$ cat src/rtl/pipe_memory_responder_pkg.sv
// Shared definitions for the pipe memory responder.
// - state_t: responder FSM encoding (IDLE/REQUEST/DONE/FAULT)
// - FUNCT3_*: load-type codes taken from the instruction funct3 field
package pipe_memory_responder_pkg;

    typedef enum logic [1:0] {
        IDLE    = 2'd0,
        REQUEST = 2'd1,
        DONE    = 2'd2,
        FAULT   = 2'd3
    } state_t;

    localparam logic [2:0] FUNCT3_LB  = 3'b000;
    localparam logic [2:0] FUNCT3_LH  = 3'b001;
    localparam logic [2:0] FUNCT3_LW  = 3'b010;
    localparam logic [2:0] FUNCT3_LBU = 3'b100;
    localparam logic [2:0] FUNCT3_LHU = 3'b101;

endpackage

$ cat src/rtl/pipe_memory_responder_if.sv
// Wishbone-classic bus between the responder (master) and memory (slave).
// - wb_cyc_o/wb_stb_o/wb_we_o/wb_sel_o/wb_adr_o/wb_data_o: master -> slave
// - wb_data_i/wb_ack_i/wb_err_i: slave -> master
interface pipe_memory_responder_if;

    logic        wb_cyc_o;
    logic        wb_stb_o;
    logic        wb_we_o;
    logic [3:0]  wb_sel_o;
    logic [31:0] wb_adr_o;
    logic [31:0] wb_data_o;
    logic [31:0] wb_data_i;
    logic        wb_ack_i;
    logic        wb_err_i;

    modport master (
        output wb_cyc_o, wb_stb_o, wb_we_o, wb_sel_o, wb_adr_o, wb_data_o,
        input  wb_data_i, wb_ack_i, wb_err_i
    );

    modport slave (
        input  wb_cyc_o, wb_stb_o, wb_we_o, wb_sel_o, wb_adr_o, wb_data_o,
        output wb_data_i, wb_ack_i, wb_err_i
    );

endinterface

$ cat src/rtl/pipe_memory_responder_load_data_formatter.sv
// Combinational load formatter: shifts the bus word down to the addressed
// byte and sign/zero-extends according to the load type.
// - rawData       in  32  word as returned by the bus
// - byteOffset    in  2   byte offset of the load within the word
// - funct3        in  3   load type
// - formattedData out 32  value written back to the register file
module pipe_memory_responder_load_data_formatter
    import pipe_memory_responder_pkg::*;
(
    input  logic [31:0] rawData,
    input  logic [1:0]  byteOffset,
    input  logic [2:0]  funct3,
    output logic [31:0] formattedData
);

    logic [31:0] shifted;

    always_comb begin
        shifted = rawData >> {byteOffset, 3'b000};
        case (funct3)
            FUNCT3_LB:  formattedData = {{24{shifted[7]}}, shifted[7:0]};
            FUNCT3_LH:  formattedData = {{16{shifted[15]}}, shifted[15:0]};
            FUNCT3_LW:  formattedData = shifted;
            FUNCT3_LBU: formattedData = {24'h0, shifted[7:0]};
            FUNCT3_LHU: formattedData = {16'h0, shifted[15:0]};
            default:    formattedData = 32'h0;
        endcase
    end

endmodule

$ cat src/rtl/pipe_memory_responder.sv
// Responder for the pipe's load/store request. Runs one Wishbone-classic
// cycle per request, stalls the pipe until it completes, and holds the
// result until the pipe steps so a held request is never re-issued.
// - clk, rst            clock, asynchronous active-high reset
// - stepPipe            pipe advancing; releases DONE/FAULT
// - memory*             request from the pipe (sampled on IDLE->REQUEST)
// - memoryBusy          stall to the pipe
// - loadData/loadValid  formatted load result, held until released
// - accessFault         bus error or timeout for the current request
// - bus                 Wishbone master port
module pipe_memory_responder
    import pipe_memory_responder_pkg::*;
#(
    parameter int unsigned TIMEOUT_CYCLES = 255
) (
    input  logic        clk,
    input  logic        rst,
    input  logic        stepPipe,
    input  logic        memoryEnable,
    input  logic        memoryWriteEnable,
    input  logic [3:0]  memoryByteSelect,
    input  logic [31:0] memoryAddress,
    input  logic [31:0] memoryWriteData,
    input  logic [2:0]  memoryFunct3,
    input  logic [1:0]  memoryByteOffset,
    output logic        memoryBusy,
    output logic [31:0] loadData,
    output logic        loadValid,
    output logic        accessFault,
    pipe_memory_responder_if.master bus
);

    // Keep at least one bit so a disabled timeout still elaborates.
    localparam int unsigned CntW = (TIMEOUT_CYCLES > 0) ? $clog2(TIMEOUT_CYCLES + 1) : 1;

    state_t          state_q, state_d;
    logic [CntW-1:0] cnt_q, cnt_d;
    logic            cyc_q, we_q;
    logic [3:0]      sel_q;
    logic [31:0]     adr_q, wdata_q;
    logic [2:0]      funct3_q;
    logic [1:0]      offset_q;
    logic            abandoned_q;   // pipe dropped the request while on the bus
    logic [31:0]     load_data_q;
    logic            load_valid_q, fault_q;
    logic [31:0]     formatted;
    logic            keep_result;

    pipe_memory_responder_load_data_formatter u_load_data_formatter (
        .rawData      (bus.wb_data_i),
        .byteOffset   (offset_q),
        .funct3       (funct3_q),
        .formattedData(formatted)
    );

    assign keep_result = memoryEnable && !abandoned_q;

    // State register
    always_ff @(posedge clk or posedge rst) begin
        if (rst) begin
            state_q <= IDLE;
            cnt_q   <= '0;
        end else begin
            state_q <= state_d;
            cnt_q   <= cnt_d;
        end
    end

    // Next-state logic
    always_comb begin
        state_d = state_q;
        cnt_d   = cnt_q;
        case (state_q)
            IDLE: begin
                cnt_d = '0;
                if (memoryEnable) state_d = REQUEST;
            end
            REQUEST: begin
                // Err takes priority over ack; an abandoned request ends in IDLE.
                if (bus.wb_err_i) begin
                    state_d = keep_result ? FAULT : IDLE;
                end else if (bus.wb_ack_i) begin
                    state_d = keep_result ? DONE : IDLE;
                end else begin
                    cnt_d = cnt_q + 1'b1;
                    if (TIMEOUT_CYCLES != 0 && cnt_d == CntW'(TIMEOUT_CYCLES)) begin
                        state_d = keep_result ? FAULT : IDLE;
                    end
                end
            end
            DONE, FAULT: begin
                if (stepPipe || !memoryEnable) state_d = IDLE;
            end
            default: state_d = IDLE;
        endcase
    end

    // Registered bus and result outputs
    always_ff @(posedge clk or posedge rst) begin
        if (rst) begin
            cyc_q        <= 1'b0;
            we_q         <= 1'b0;
            sel_q        <= '0;
            adr_q        <= '0;
            wdata_q      <= '0;
            funct3_q     <= '0;
            offset_q     <= '0;
            abandoned_q  <= 1'b0;
            load_data_q  <= '0;
            load_valid_q <= 1'b0;
            fault_q      <= 1'b0;
        end else begin
            case (state_q)
                IDLE: begin
                    if (memoryEnable) begin
                        cyc_q       <= 1'b1;
                        we_q        <= memoryWriteEnable;
                        sel_q       <= memoryByteSelect;
                        adr_q       <= memoryAddress;
                        wdata_q     <= memoryWriteData;
                        funct3_q    <= memoryFunct3;
                        offset_q    <= memoryByteOffset;
                        abandoned_q <= 1'b0;
                    end
                end
                REQUEST: begin
                    if (!memoryEnable) abandoned_q <= 1'b1;
                    if (state_d != REQUEST) begin
                        cyc_q <= 1'b0;
                        we_q  <= 1'b0;
                        sel_q <= '0;
                    end
                    if (state_d == DONE && !we_q) begin
                        load_data_q  <= formatted;
                        load_valid_q <= 1'b1;
                    end
                    if (state_d == FAULT) fault_q <= 1'b1;
                end
                default: begin
                    if (state_d == IDLE) begin
                        load_valid_q <= 1'b0;
                        fault_q      <= 1'b0;
                    end
                end
            endcase
        end
    end

    // Output logic; busy is forced low while reset is held.
    always_comb begin
        memoryBusy = !rst && ((state_q == IDLE && memoryEnable) || state_q == REQUEST);
    end

    assign bus.wb_cyc_o  = cyc_q;
    assign bus.wb_stb_o  = cyc_q;
    assign bus.wb_we_o   = we_q;
    assign bus.wb_sel_o  = sel_q;
    assign bus.wb_adr_o  = adr_q;
    assign bus.wb_data_o = wdata_q;
    assign loadData      = load_data_q;
    assign loadValid     = load_valid_q;
    assign accessFault   = fault_q;

endmodule

$ cat src/flat_wrapper.sv
// flat-port wrapper written by rule: the top's interface ports become plain ports
module pipe_memory_responder_flat import pipe_memory_responder_pkg::*;
#(
    parameter int unsigned TIMEOUT_CYCLES = 255
)
  (clk, rst, stepPipe, memoryEnable, memoryWriteEnable, memoryByteSelect, memoryAddress, memoryWriteData, memoryFunct3, memoryByteOffset, memoryBusy, loadData, loadValid, accessFault, bus_wb_cyc_o, bus_wb_stb_o, bus_wb_we_o, bus_wb_sel_o, bus_wb_adr_o, bus_wb_data_o, bus_wb_data_i, bus_wb_ack_i, bus_wb_err_i);
  pipe_memory_responder_if bus_i ();
  input  logic clk;
  input  logic rst;
  input  logic stepPipe;
  input  logic memoryEnable;
  input  logic memoryWriteEnable;
  input  logic [3:0] memoryByteSelect;
  input  logic [31:0] memoryAddress;
  input  logic [31:0] memoryWriteData;
  input  logic [2:0] memoryFunct3;
  input  logic [1:0] memoryByteOffset;
  output logic memoryBusy;
  output logic [31:0] loadData;
  output logic loadValid;
  output logic accessFault;
  output wire logic [$bits(bus_i.wb_cyc_o)-1:0] bus_wb_cyc_o;
  output wire logic [$bits(bus_i.wb_stb_o)-1:0] bus_wb_stb_o;
  output wire logic [$bits(bus_i.wb_we_o)-1:0] bus_wb_we_o;
  output wire logic [$bits(bus_i.wb_sel_o)-1:0] bus_wb_sel_o;
  output wire logic [$bits(bus_i.wb_adr_o)-1:0] bus_wb_adr_o;
  output wire logic [$bits(bus_i.wb_data_o)-1:0] bus_wb_data_o;
  input wire logic [$bits(bus_i.wb_data_i)-1:0] bus_wb_data_i;
  input wire logic [$bits(bus_i.wb_ack_i)-1:0] bus_wb_ack_i;
  input wire logic [$bits(bus_i.wb_err_i)-1:0] bus_wb_err_i;
  assign bus_wb_cyc_o = bus_i.wb_cyc_o;
  assign bus_wb_stb_o = bus_i.wb_stb_o;
  assign bus_wb_we_o = bus_i.wb_we_o;
  assign bus_wb_sel_o = bus_i.wb_sel_o;
  assign bus_wb_adr_o = bus_i.wb_adr_o;
  assign bus_wb_data_o = bus_i.wb_data_o;
  assign bus_i.wb_data_i = bus_wb_data_i;
  assign bus_i.wb_ack_i = bus_wb_ack_i;
  assign bus_i.wb_err_i = bus_wb_err_i;
  pipe_memory_responder #(.TIMEOUT_CYCLES(TIMEOUT_CYCLES)) u_core (.clk(clk), .rst(rst), .stepPipe(stepPipe), .memoryEnable(memoryEnable), .memoryWriteEnable(memoryWriteEnable), .memoryByteSelect(memoryByteSelect), .memoryAddress(memoryAddress), .memoryWriteData(memoryWriteData), .memoryFunct3(memoryFunct3), .memoryByteOffset(memoryByteOffset), .memoryBusy(memoryBusy), .loadData(loadData), .loadValid(loadValid), .accessFault(accessFault), .bus(bus_i));
endmodule
$ cat config.mk
export PLATFORM = sky130hd
export DESIGN_NAME = pipe_memory_responder_flat
export DESIGN_NICKNAME = d
export VERILOG_FILES = /design/src/rtl/pipe_memory_responder_pkg.sv /design/src/rtl/pipe_memory_responder_if.sv /design/src/rtl/pipe_memory_responder_load_data_formatter.sv /design/src/rtl/pipe_memory_responder.sv /design/src/flat_wrapper.sv
export SDC_FILE = /design/constraint.sdc
export NUM_CORES = 1
export LEC_CHECK = 0
export ABC_AREA = 1
export BUFFER_PORTS_ARGS = -buffer_cell sky130_fd_sc_hd__buf_2
export CORE_MARGIN = 10
export CORE_UTILIZATION = 50
export DETAILED_ROUTE_END_ITERATION = 7
export PLACE_DENSITY = 0.81
export SLEW_MARGIN = 10
export SYNTH_ARGS = -nofsm -noshare
export SYNTH_HDL_FRONTEND = slang
export SYNTH_HIERARCHICAL = 1
export SYNTH_SLANG_ARGS = --single-unit
$ cat constraint.sdc
create_clock -name clk -period 4.8 [get_ports clk]
set_input_delay 0.96 -clock clk [delete_from_list [all_inputs] [get_ports clk]]
set_output_delay 0.96 -clock clk [all_outputs]
set_load 0.02 [all_outputs]
[Yosys cells after proc, flatten, opt, wreduce, memory -nomap -nowiden]
Cells that the tools add are included.
Widths: inputs -> output; s select.
Storage, ports and cells
  register bits: 120
  bits of input ports: 112
  output and inout port bits: 106
  word-level logic and storage cells: 85
Operators by class
  add/subtract/negate cells: 1
  equality and inequality tests: 18
  shift-type cells: 1
  mux-type cells: 28
  bitwise gates (word level): 1
  reductions and logical operators: 23
Operators with widths (count)
  $pmux 32 s5: 1
  $shr 32x5->32: 1
  $mux 8: 2
  $pmux 8 s2: 1
  $reduce_and 3->1: 5
  $mux 2: 7
  $pmux 1 s2: 5
  $add 8x1->8 const B: 1
  $eq 2x2->1 const B: 4
  $eq 8x8->1 const B: 1
  $mux 1: 8
  $mux 4: 2
  $ne 2x1->1 const B: 4
  $ne 2x2->1 const B: 4
  $pmux 4 s2: 1
  $eq 3x3->1 const B: 2
  $pmux 2 s3: 1
  $logic_and 1x1->1: 4
  $logic_not 1->1: 4
  $logic_not 2->1: 2
  $reduce_and 2->1: 2
  $reduce_bool 2->1: 2
  $eq 3x1->1 const B: 1
  $eq 3x2->1 const B: 1
  other kinds (5): 6

[Longest topological paths before layout]
Gate-level depths: netlist (run 1).
  word-level depth: 11
  gate-level depth with buffers: 17
  depth with buffers taken out: 17

[Hierarchy]
The synthesis (run 1) kept the hierarchy.
By module, submodules not included
  pipe_memory_responder: times used 1, cells each 566, area each 4937.2 um^2, sequential area each 3002.9 um^2
  pipe_memory_responder_load_data_formatter: times used 1, cells each 192, area each 1004.7 um^2, sequential area each 0.0 um^2

[Worst setup path before layout (run 1)]
No wires, ideal clock.
  path type: input port to output port
  start: in memoryEnable
  end: out memoryBusy
  arrival time: 1905 ps
  required time: 3840 ps
  slack: 1935 ps
  stages: 5
  path buffers: 1
  cells stage by stage: inv_1 -> nor2_1 -> inv_2 -> clkbuf_1 -> a21oi_1
On the way
  cells in the longest elaborated chain, start to end: 3
Ends and longest elaborated chain
  start: declaration: line flat_wrapper.sv:11  | input logic memoryEnable;
  $logic_and 1x1->1: line pipe_memory_responder.sv:151  | memoryBusy = !rst && ((state_q == IDLE && memoryEnable) || state_q == REQUEST);
  $logic_or 1x1->1: line pipe_memory_responder.sv:151
  $logic_and 1x1->1: line pipe_memory_responder.sv:151
  end: declaration: line flat_wrapper.sv:18  | output logic memoryBusy;
Every way passes these cells.

[Final worst setup path (run 1)]
Same ends and word-level chain as after synthesis.

==> run summary, run 1 <==
## Placement
• **area post-placement** 0.00698 mm²
• **number of input and output port buffers inserted** 217
• **estimated wirelength of the detail-placed design** 12700 µm
• **number of placed instances, taps included** 1085
• **post-placement worst setup slack** 1.69 ns
• **final estimated routing congestion in global placement** 0.870

## Detailed routing
• **drt pass-1 iters** 5
• **total length of routed wires** 17400 µm
• **residual DRC count** 0
• **via count** 5529
• **ratio of routed vias to standard cells** 4.95
• **post-route ant nets** 0
• **Starting DRT DRC Count** 563
• **wire per inst** 15.6 µm

## Clock tree
• **cts repair resizes** 0
• **clock input transition at the sequential cells of the worst setup and hold paths** 0.05 ns
• **number of sinks on the clock net** 120
• **Root Driver** sky130_fd_sc_hd__clkbuf_16
• **number of H-tree levels** 4
• **worst-skew pair later-pin latency** 0.41 ns
• **number of buffers added to fix hold violations after cts** 0
• **deepest clock path buffer count** 2
• **number of buffers inserted during clock tree synthesis** 17
• **clock tree from TritonCTS** done
• **setup bufs post-CTS** 0

## Critical path
• **worst setup path class** primary input to output pin
• **dominant delay contributor by cell family on the critical path** buffers and inverters
• **maximum fanout along the worst path** 72
• **CP max stage cell** sky130_fd_sc_hd__buf_4
• **startpoint types** primary input
• **crit path capture type** output pin
• **ordered list of cells on the worst path** buf_2 -> inv_1 -> nor2_4 -> inv_2 -> buf_4 -> a21oi_1 -> buf_2
• **required time of the worst setup path** 3.84 ns
• **worst path arrival time** 2.15 ns
• **Max stage delay on crit path** 0.56 ns
• **buffers and inverters on the worst path** 5
• **Most Frequent Cell on Critical Path** sky130_fd_sc_hd__buf_2

## Floorplanning
• **core box area** 0.0115 mm²
• **Initial Util** 51.6%
• **IO Pins** 218
• **num rows** 39
• **Total Die Area** 0.0166 mm²
• **vertical die dimension** 129 µm
• **die extent in x** 129 µm

## Synth
• **post-synthesis net count** 872
• **post-synthesis adder-cell area fraction** 0.421%
• **post-synthesis cell area** 0.00594 mm²
• **Avg Synthesized Cell Area** 7.84 µm²
• **number of instances in the synthesized netlist** 758
• **proportion of synthesized chip area in sequential cells** 50.5%
• **number of flip-flops and latches in the synthesized netlist** 120
• **async set-reset flop share out of synthesis** 100%
• **most common flop cell mapped by yosys** sky130_fd_sc_hd__dfrtp_1
• **multiplexer share of the synthesized area** 0%
• **simple logic cell fraction of the synthesized area** 33.6%
• **number of flops mapped to enable cells by yosys** 0
• **xor/xnor share of the synthesized area** 0.147%
• **Synth Area in Compound Gates** 6.63%
• **number of distinct library cells after synthesis** 32
• **largest family of logic cells by synthesized area** simple AND/OR/NAND/NOR gates
• **warnings from Yosys** 6

## Timing
• **time the final worst path needs with I/O delays and setup** 3.11 ns
• **fin crit share** 64.9%
• **summed negative setup slack over all endpoints** 0 ns
• **Worst-Margin Slew** 0.905 ns
• **count of endpoints failing setup in the final report** 0
• **Setup WS post-layout** 1.69 ns
• **Max Fclk** 0.321 GHz
• **worst clock skew on the final layout** 0.00599 ns
• **RSZ-0062 raised after global routing** no
• **total count of max-transition violations in the final report** 0
• **Relative slew margins** 39.7%
• **total count of hold-check failures in the final report** 0

## Layout
• **net count of the finished layout** 1075
• **fraction of layout instances using a drive strength above 1** 32.4%
• **area delta synth->final** 27.3%
• **final non-filler cell total** 1117
• **leading cell types in the layout, fill and taps excluded** 373 x sky130_fd_sc_hd__nand2_1, 217 x sky130_fd_sc_hd__buf_2, 120 x sky130_fd_sc_hd__dfrtp_1, 56 x sky130_fd_sc_hd__inv_1, 38 x sky130_fd_sc_hd__nand3_1
• **cell area after layout** 0.00757 mm²
• **commonest non-fill, non-tap cell in the layout** sky130_fd_sc_hd__nand2_1
• **Fill cells** 1012

## Global route
• **global-route wire length before repair** 28000 µm
• **antenna violations before repair** 5
• **vias in the first global route** 5666
• **sum of overflow across all layers after global routing** 0
• **GRT Total Usage** 21.1%
• **pin count of the biggest net entering global routing** 77

## Pwr
• **power density over the cells** 723 mW/mm²
• **highest ir drop seen on vdd** 0.426 mV
• **P_leak** 0.00437 µW

## Flow run
• **number of max-cap violations** 0

## Hold path
• **path class of the lowest-slack min-delay path** flip-flop to flip-flop

## Status
• **result of the run** finished clean

[layout make-up]
class,instances,area [µm²],area share [%]
well taps,143,179,2.36
flip-flops and latches,120,3000,39.7
clock inverters,14,158,2.08
inverters,62,240,3.18
repair buffers,222,1120,14.9
multi-input cells,538,2430,32.2
clock buffers,17,425,5.62
diodes,1,2.50,0.0331
[kinds of logic after synthesis]
| logic type | Yosys count |
|---|---|
| and+or+nand+nor | 478 |
| DFF | 120 |
| buffers and inverters | 100 |
| AOI/OAI and AO/OA | 57 |
| adders and majority gates | 2 |
| xor gates and xnor gates | 1 |
[worst reg2reg max path, stage by stage (launching register included)]
cell,delay [ns]
sky130_fd_sc_hd__dfrtp_1,0.39
sky130_fd_sc_hd__ha_1,0.22
sky130_fd_sc_hd__nand3_2,0.11
sky130_fd_sc_hd__o21ai_0,0.16
sky130_fd_sc_hd__nand2_1,0.11
sky130_fd_sc_hd__nor2_2,0.13
sky130_fd_sc_hd__nand2_1,0.08
sky130_fd_sc_hd__nand2_1,0.07
sky130_fd_sc_hd__nand2_2,0.07
sky130_fd_sc_hd__a21oi_2,0.12
sky130_fd_sc_hd__nand3_2,0.54
sky130_fd_sc_hd__buf_4,0.53
sky130_fd_sc_hd__nand2_1,0.15
sky130_fd_sc_hd__o21ai_2,0.07
[stage by stage]
stage | hold slack (ns) | power (µW) | utilization (%)
floorplan | 0.443 | 3500 | -
global placement | 0.449 | 4180 | 60.6
detailed placement | 0.453 | 4230 | 60.6
CTS | 0.467 | 5520 | 65.7
global route | 0.484 | 5890 | 65.7
finish | 0.461 | 5470 | 65.7
[power by group]
group          switching (µW)  total (µW)  internal [µW]
Clock                     450        1260            807
Combinational            1690        2470            777
Sequential                307        1750           1440
[synthesized netlist by cell type, types with 2 or more instances]
library cell                 n  area [µm²]
sky130_fd_sc_hd__buf_2       5        25.0
sky130_fd_sc_hd__buf_6      14         158
sky130_fd_sc_hd__nand2_1   373        1400
sky130_fd_sc_hd__nand3_1    38         190
sky130_fd_sc_hd__nor3_2      2        20.0
sky130_fd_sc_hd__o21ai_0     6        30.0
sky130_fd_sc_hd__nor2_2      4        25.0
sky130_fd_sc_hd__inv_4       2        12.5
sky130_fd_sc_hd__dfrtp_1   120        3000
sky130_fd_sc_hd__inv_2       3        11.3
sky130_fd_sc_hd__nor3_1      6        30.0
sky130_fd_sc_hd__ha_1        2        25.0
sky130_fd_sc_hd__a21oi_1     7        35.0
sky130_fd_sc_hd__o21ai_2    23         201
sky130_fd_sc_hd__nand3_2    13         130
sky130_fd_sc_hd__a21oi_2     4        35.0
sky130_fd_sc_hd__o22ai_1     6        37.5
sky130_fd_sc_hd__buf_4       2        15.0
sky130_fd_sc_hd__nor2_1     32         120
sky130_fd_sc_hd__clkbuf_1   13        48.8
sky130_fd_sc_hd__o21ai_1    11        55.1
sky130_fd_sc_hd__buf_1       2        7.51
sky130_fd_sc_hd__inv_1      57         214
sky130_fd_sc_hd__nand2_2     5        31.3
[path summary, 6_finish.rpt]
check | slack, ns | cells past startpoint | endpoint | start
worst min-delay path | 0.46 | 2 | u_core/bus.wb_sel_o[3] | u_core/bus.wb_sel_o[3]
max in group asynchronous | 3.15 | 3 | u_core/bus.wb_adr_o[21] | rst
min in group asynchronous | 0.68 | 2 | u_core/bus.wb_adr_o[30] | rst
worst min register to register | 0.46 | 2 | u_core/bus.wb_sel_o[3] | u_core/bus.wb_sel_o[3]
worst max register to register | 1.93 | 13 | u_core/loadData[12] | u_core/cnt_q[0]
worst max-delay path | 1.69 | 7 | memoryBusy | memoryEnable
[flip-flops by register name (all words and copies together) (netlist names)]
name	flops
u_core/bus.wb_sel_o	4
u_core/abandoned_q	1
u_core/state_q	2
u_core/bus.wb_data_o	32
u_core/bus.wb_adr_o	32
u_core/loadValid	1
u_core/offset_q	2
u_core/bus.wb_cyc_o	1
u_core/accessFault	1
u_core/funct3_q	3
u_core/bus.wb_we_o	1
u_core/loadData	32
u_core/cnt_q	8
[per-layer routing]
layer,GRT usage [%],part of all wire (%),vias up
li1,-,-,2743
met1,24.1,39,2504
met2,33.1,46,243
met3,10.7,13,31
met4,8.56,1.7,8
met5,0,0.25,-
Power figures use the tool's default switching activity.
==> run 2: changes to the inputs <==
- clock period: 4.8 -> 3.1 ns (I/O delays scaled with it)
==> run summary, run 2 (synthesis results as in run 1) <==
## Global route
• **pin count of the biggest net entering global routing** 77, unchanged
• **GRT Total Usage** 21.4%, was 21.1%
• **global-route wire length before repair** 28600 µm, was 28000 µm
• **GR Layer Usage met2** 34.1%, was 33.1%
• **sum of overflow across all layers after global routing** 0, unchanged
• **GR met3 Demand/Resource** 10.5%, was 10.7%
• **vias in the first global route** 5688, was 5666
• **antenna violations before repair** 5, unchanged
• **met1 usage** 24.5%, was 24.1%
• **Top Usage Layer GRT** met2, unchanged

## Placement
• **final estimated routing congestion in global placement** 0.877, was 0.870
• **estimated wirelength of the detail-placed design** 13200 µm, was 12700 µm
• **number of placed instances, taps included** 1088, was 1085
• **post-placement worst setup slack** 0.549 ns, was 1.69 ns
• **number of input and output port buffers inserted** 217, unchanged

## Clock tree
• **number of H-tree levels** 4, unchanged
• **number of buffers added to fix hold violations after cts** 0, unchanged
• **worst-skew pair later-pin latency** 0.41 ns, about the same
• **number of sinks on the clock net** 120, unchanged
• **Root Driver** sky130_fd_sc_hd__clkbuf_16, unchanged
• **setup bufs post-CTS** 0, unchanged
• **deepest clock path buffer count** 2, unchanged
• **cts repair resizes** 0, unchanged
• **number of buffers inserted during clock tree synthesis** 17, unchanged
• **clock input transition at the sequential cells of the worst setup and hold paths** 0.05 ns, about the same
• **clock tree from TritonCTS** done, unchanged

## Pwr
• **highest ir drop seen on vdd** 0.665 mV, was 0.426 mV
• **power density over the cells** 1130 mW/mm², was 723 mW/mm²
• **P_leak** 0.00440 µW, was 0.00437 µW

## Floorplanning
• **die extent in x** 129 µm, unchanged
• **core box area** 0.0115 mm², unchanged
• **Initial Util** 51.6%, unchanged
• **vertical die dimension** 129 µm, unchanged
• **num rows** 39, unchanged
• **IO Pins** 218, unchanged
• **Total Die Area** 0.0166 mm², unchanged

## Hold path
• **path class of the lowest-slack min-delay path** primary input to asynchronous set/reset pin, was flip-flop to flip-flop

## Detailed routing
• **total length of routed wires** 17900 µm, was 17400 µm
• **drt pass-1 iters** 5, unchanged
• **wire per inst** 15.9 µm, was 15.6 µm
• **ratio of routed vias to standard cells** 5.01, was 4.95
• **post-route ant nets** 0, unchanged
• **via count** 5636, was 5529
• **residual DRC count** 0, unchanged
• **Starting DRT DRC Count** 525, was 563

## Layout
• **fraction of layout instances using a drive strength above 1** 32.4%, about the same
• **final non-filler cell total** 1124, was 1117
• **leading cell types in the layout, fill and taps excluded** 373 x sky130_fd_sc_hd__nand2_1, 217 x sky130_fd_sc_hd__buf_2, 120 x sky130_fd_sc_hd__dfrtp_1, 56 x sky130_fd_sc_hd__inv_1, 38 x sky130_fd_sc_hd__nand3_1, unchanged
• **area delta synth->final** 28.9%, was 27.3%
• **area of the multi-input gates** 0.00243 mm², unchanged
• **commonest non-fill, non-tap cell in the layout** sky130_fd_sc_hd__nand2_1, unchanged
• **Fill cells** 960, was 1012
• **footprint of the flip-flops and latches** 0.00300 mm², unchanged
• **net count of the finished layout** 1078, was 1075

## Timing
• **total count of max-transition violations in the final report** 0, unchanged
• **fin crit share** 85.1%
• **worst clock skew on the final layout** 0.00418 ns, was 0.00599 ns
• **RSZ-0062 raised after global routing** no, unchanged
• **time the final worst path needs with I/O delays and setup** 2.64 ns
• **Relative slew margins** 47.1%, was 39.7%
• **Setup WS post-layout** 0.462 ns, was 1.69 ns
• **summed negative setup slack over all endpoints** 0 ns, unchanged
• **Max Fclk** 0.379 GHz
• **total count of hold-check failures in the final report** 0, unchanged
• **count of endpoints failing setup in the final report** 0, unchanged
• **Worst-Margin Slew** 0.793 ns, was 0.905 ns

## Flow run
• **number of max-cap violations** 0, unchanged

## Critical path
• **worst setup path class** flip-flop to flip-flop, was primary input to output pin
• **worst path arrival time** 2.93 ns, was 2.15 ns
• **maximum fanout along the worst path** 44, was 72
• **required time of the worst setup path** 3.39 ns, was 3.84 ns
• **startpoint types** flip-flop, was primary input
• **crit path capture type** flip-flop, was output pin

## Status
• **result of the run** finished clean, unchanged

## run 2: metrics by stage
step | hold slack (ns) | total power [µW] | area [µm²] | utilization (%)
after floorplan | 0.443 | 5430 | 5950 | -
after detailed placement | 0.456 | 6590 | 7030 | 61.0
after global routing | 0.189 | 9240 | 7660 | 66.5
after global placement | 0.449 | 6500 | 7030 | 61.0
final | 0.179 | 8630 | 7660 | 66.5
after CTS | 0.171 | 8710 | 7650 | 66.4
## run 2: path summary, 6_finish.rpt
check	start	end	slack [ns]	cells past startpoint
hold / removal	rst	u_core/bus.wb_sel_o[0]	0.18	2
min in group clk	memoryWriteData[8]	u_core/bus.wb_data_o[8]	0.41	3
setup reg to reg	u_core/cnt_q[0]	u_core/loadData[24]	0.46	13
hold reg to reg	u_core/bus.wb_adr_o[30]	u_core/bus.wb_adr_o[30]	0.46	2
setup / recovery	u_core/cnt_q[0]	u_core/loadData[24]	0.46	13
max in group asynchronous	rst	u_core/funct3_q[0]	2.28	3
## run 2: worst max-delay path, stage by stage, from the launching register on
cell and delay (ns):
sky130_fd_sc_hd__dfrtp_1 0.40, sky130_fd_sc_hd__ha_1 0.23, sky130_fd_sc_hd__nand3_2 0.11, sky130_fd_sc_hd__o21ai_0 0.18, sky130_fd_sc_hd__nand2_1 0.12, sky130_fd_sc_hd__nor2_2 0.16, sky130_fd_sc_hd__nand2_1 0.10, sky130_fd_sc_hd__nand2_1 0.09
sky130_fd_sc_hd__nand2_2 0.07, sky130_fd_sc_hd__a21oi_2 0.13, sky130_fd_sc_hd__nand3_2 0.38, sky130_fd_sc_hd__buf_12 0.36, sky130_fd_sc_hd__nand2_1 0.11, sky130_fd_sc_hd__o21ai_2 0.06
## run 2: metal layers
| metal | vias to the layer above | wire length (µm) |
|---|---|---|
| met3 | 31 | 2250 |
| met5 | - | 13 |
| li1 | 2743 | - |
| met1 | 2592 | 6960 |
| met4 | 2 | 325 |
| met2 | 268 | 8370 |
## run 2: final cells by class
type	instances	share of cell area (%)
clock buffer	20	5.83
clock inverter	12	2.29
tap	143	2.34
multi-input combinational	538	31.8
sequential	120	39.2
timing repair buffer	225	15.3
inverter	62	3.15
antenna	4	0.131
## run 2: where the power goes
part | switching, µW | internal [µW] | leakage (µW) | total [µW]
clock | 695 | 1360 | 0.000296 | 2060
sequential | 412 | 2230 | 0.00153 | 2640
combinational | 2710 | 1220 | 0.00258 | 3930
==> run 3: changes to the inputs <==
- CORE_UTILIZATION: 50 -> 51
- CTS_BUF_LIST: not set -> sky130_fd_sc_hd__clkbuf_8
- PLACE_DENSITY: 0.81 -> 0.82
==> run summary, run 3 (synthesis results as in run 1) <==
## Status
• **result of the run** finished clean, unchanged

## Detailed routing
• **wire per inst** 15.5 µm, was 15.9 µm
• **drt pass-1 iters** 5, unchanged
• **via count** 5526, was 5636
• **residual DRC count** 0, unchanged
• **ratio of routed vias to standard cells** 4.93, was 5.01
• **post-route ant nets** 0, unchanged
• **total length of routed wires** 17300 µm, was 17900 µm
• **Starting DRT DRC Count** 430, was 525

## Clock tree
• **Root Driver** sky130_fd_sc_hd__clkbuf_8, was sky130_fd_sc_hd__clkbuf_16
• **cts repair resizes** 0, unchanged
• **number of H-tree levels** 4, unchanged
• **clock tree from TritonCTS** done, unchanged
• **setup bufs post-CTS** 0, unchanged
• **clock input transition at the sequential cells of the worst setup and hold paths** 0.07 ns, was 0.05 ns
• **deepest clock path buffer count** 2, unchanged
• **number of buffers added to fix hold violations after cts** 0, unchanged
• **number of buffers inserted during clock tree synthesis** 17, unchanged
• **worst-skew pair later-pin latency** 0.44 ns, was 0.41 ns
• **number of sinks on the clock net** 120, unchanged

## Layout
• **final non-filler cell total** 1121, was 1124
• **commonest non-fill, non-tap cell in the layout** sky130_fd_sc_hd__nand2_1, unchanged
• **net count of the finished layout** 1076, was 1078
• **Fill cells** 988, was 960
• **fraction of layout instances using a drive strength above 1** 32.4%, about the same
• **footprint of the flip-flops and latches** 0.00300 mm², unchanged
• **area delta synth->final** 25.9%, was 28.9%
• **area of the multi-input gates** 0.00243 mm², unchanged
• **leading cell types in the layout, fill and taps excluded** 373 x sky130_fd_sc_hd__nand2_1, 217 x sky130_fd_sc_hd__buf_2, 120 x sky130_fd_sc_hd__dfrtp_1, 57 x sky130_fd_sc_hd__inv_1, 38 x sky130_fd_sc_hd__nand3_1, was 373 x sky130_fd_sc_hd__nand2_1, 217 x sky130_fd_sc_hd__buf_2, 120 x sky130_fd_sc_hd__dfrtp_1, 56 x sky130_fd_sc_hd__inv_1, 38 x sky130_fd_sc_hd__nand3_1

## Placement
• **number of placed instances, taps included** 1086, was 1088
• **estimated wirelength of the detail-placed design** 12800 µm, was 13200 µm
• **number of input and output port buffers inserted** 217, unchanged
• **final estimated routing congestion in global placement** 0.874, was 0.877

## Hold path
• **path class of the lowest-slack min-delay path** primary input to asynchronous set/reset pin, unchanged

## Critical path
• **worst setup path class** flip-flop to output pin, was flip-flop to flip-flop
• **startpoint types** flip-flop, unchanged
• **maximum fanout along the worst path** 28, was 44
• **worst path arrival time** 1.69 ns, was 2.93 ns
• **required time of the worst setup path** 2.48 ns, was 3.39 ns
• **crit path capture type** output pin, was flip-flop

## Timing
• **RSZ-0062 raised after global routing** no, unchanged
• **summed negative setup slack over all endpoints** 0 ns, unchanged
• **total count of hold-check failures in the final report** 0, unchanged
• **Post-Route Hold Slack** 0.0905 ns, was 0.179 ns
• **count of endpoints failing setup in the final report** 0, unchanged
• **Max Fclk** 0.433 GHz, was 0.379 GHz
• **Relative slew margins** 48.0%, was 47.1%
• **Worst-Margin Slew** 0.778 ns, was 0.793 ns
• **total count of max-transition violations in the final report** 0, unchanged
• **fin crit share** 74.5%, was 85.1%
• **worst clock skew on the final layout** 0.0111 ns, was 0.00418 ns
• **time the final worst path needs with I/O delays and setup** 2.31 ns, was 2.64 ns

## Pwr
• **power density over the cells** 1080 mW/mm², was 1130 mW/mm²
• **P_leak** 0.00433 µW, was 0.00440 µW
• **total power** 8090 µW, was 8630 µW
• **highest ir drop seen on vdd** 0.705 mV, was 0.665 mV

## Floorplanning
• **Initial Util** 52.0%, was 51.6%
• **num rows** 39, unchanged
• **vertical die dimension** 128 µm, was 129 µm
• **Total Die Area** 0.0164 mm², was 0.0166 mm²
• **IO Pins** 218, unchanged
• **core box area** 0.0114 mm², was 0.0115 mm²
• **die extent in x** 128 µm, was 129 µm

## Global route
• **global-route wire length before repair** 27900 µm, was 28600 µm
• **GRT Total Usage** 21.2%, was 21.4%
• **antenna violations before repair** 6, was 5
• **sum of overflow across all layers after global routing** 0, unchanged
• **pin count of the biggest net entering global routing** 77, unchanged
• **vias in the first global route** 5598, was 5688

## Flow run
• **number of max-cap violations** 0, unchanged

==> run 3: worst max-delay path: stages, from the launching register on <==
cell	delay, ns
sky130_fd_sc_hd__dfrtp_1	0.38
sky130_fd_sc_hd__nor2_1	0.06
sky130_fd_sc_hd__inv_1	0.11
sky130_fd_sc_hd__nor2_4	0.04
sky130_fd_sc_hd__inv_2	0.36
sky130_fd_sc_hd__a21oi_1	0.12
sky130_fd_sc_hd__buf_2	0.18
==> run 3: final timing paths <==
check / start / endpoint / slack [ns] / cells past startpoint
worst max-delay path: u_core/state_q[1] / memoryBusy / 0.79 / 6
worst min-delay path: rst / u_core/bus.wb_adr_o[27] / 0.09 / 2
worst max register to register: u_core/cnt_q[0] / u_core/loadData[17] / 0.97 / 15
worst min register to register: u_core/bus.wb_adr_o[29] / u_core/bus.wb_adr_o[29] / 0.47 / 2
max in group asynchronous: rst / u_core/bus.wb_adr_o[20] / 2.41 / 3
min in group clk: memoryByteSelect[3] / u_core/bus.wb_sel_o[3] / 0.38 / 3
==> run 3: cell type report <==
cell class              count  area share, %
well taps                 143           2.39
clock buffers              20           3.68
repair buffers            223           15.6
inverters                  62           3.23
flip-flops and latches    120           40.1
clock inverters            12           2.31
multi-input cells         538           32.5
diodes                      3          0.100
==> run 3: stage by stage <==
stage | utilization, % | area (µm²) | setup slack [ns]
3_5_place_dp | 61.5 | 7030 | 0.838
6_report | 65.5 | 7480 | 0.792
3_3_place_gp | 61.5 | 7030 | 0.882
4_1_cts | 65.5 | 7470 | 0.747
2_1_floorplan | - | 5950 | 0.915
5_1_grt | 65.5 | 7480 | 0.638
==> run 3: report_power, final <==
group / leakage [µW] / internal [µW] / switching [µW] / total (µW)
Combinational: 0.00257 / 1210 / 2640 / 3860
Clock: 0.000230 / 938 / 636 / 1570
Sequential: 0.00153 / 2220 / 436 / 2660
==> run 3: layer usage <==
metal / part of all wire [%] / global-route usage (%) / wire [µm]
met5: 0.18 / 0 / 32
met4: 1.6 / 7.35 / 271
met3: 13 / 11.8 / 2220
met2: 47 / 33.7 / 8190
met1: 38 / 23.5 / 6610
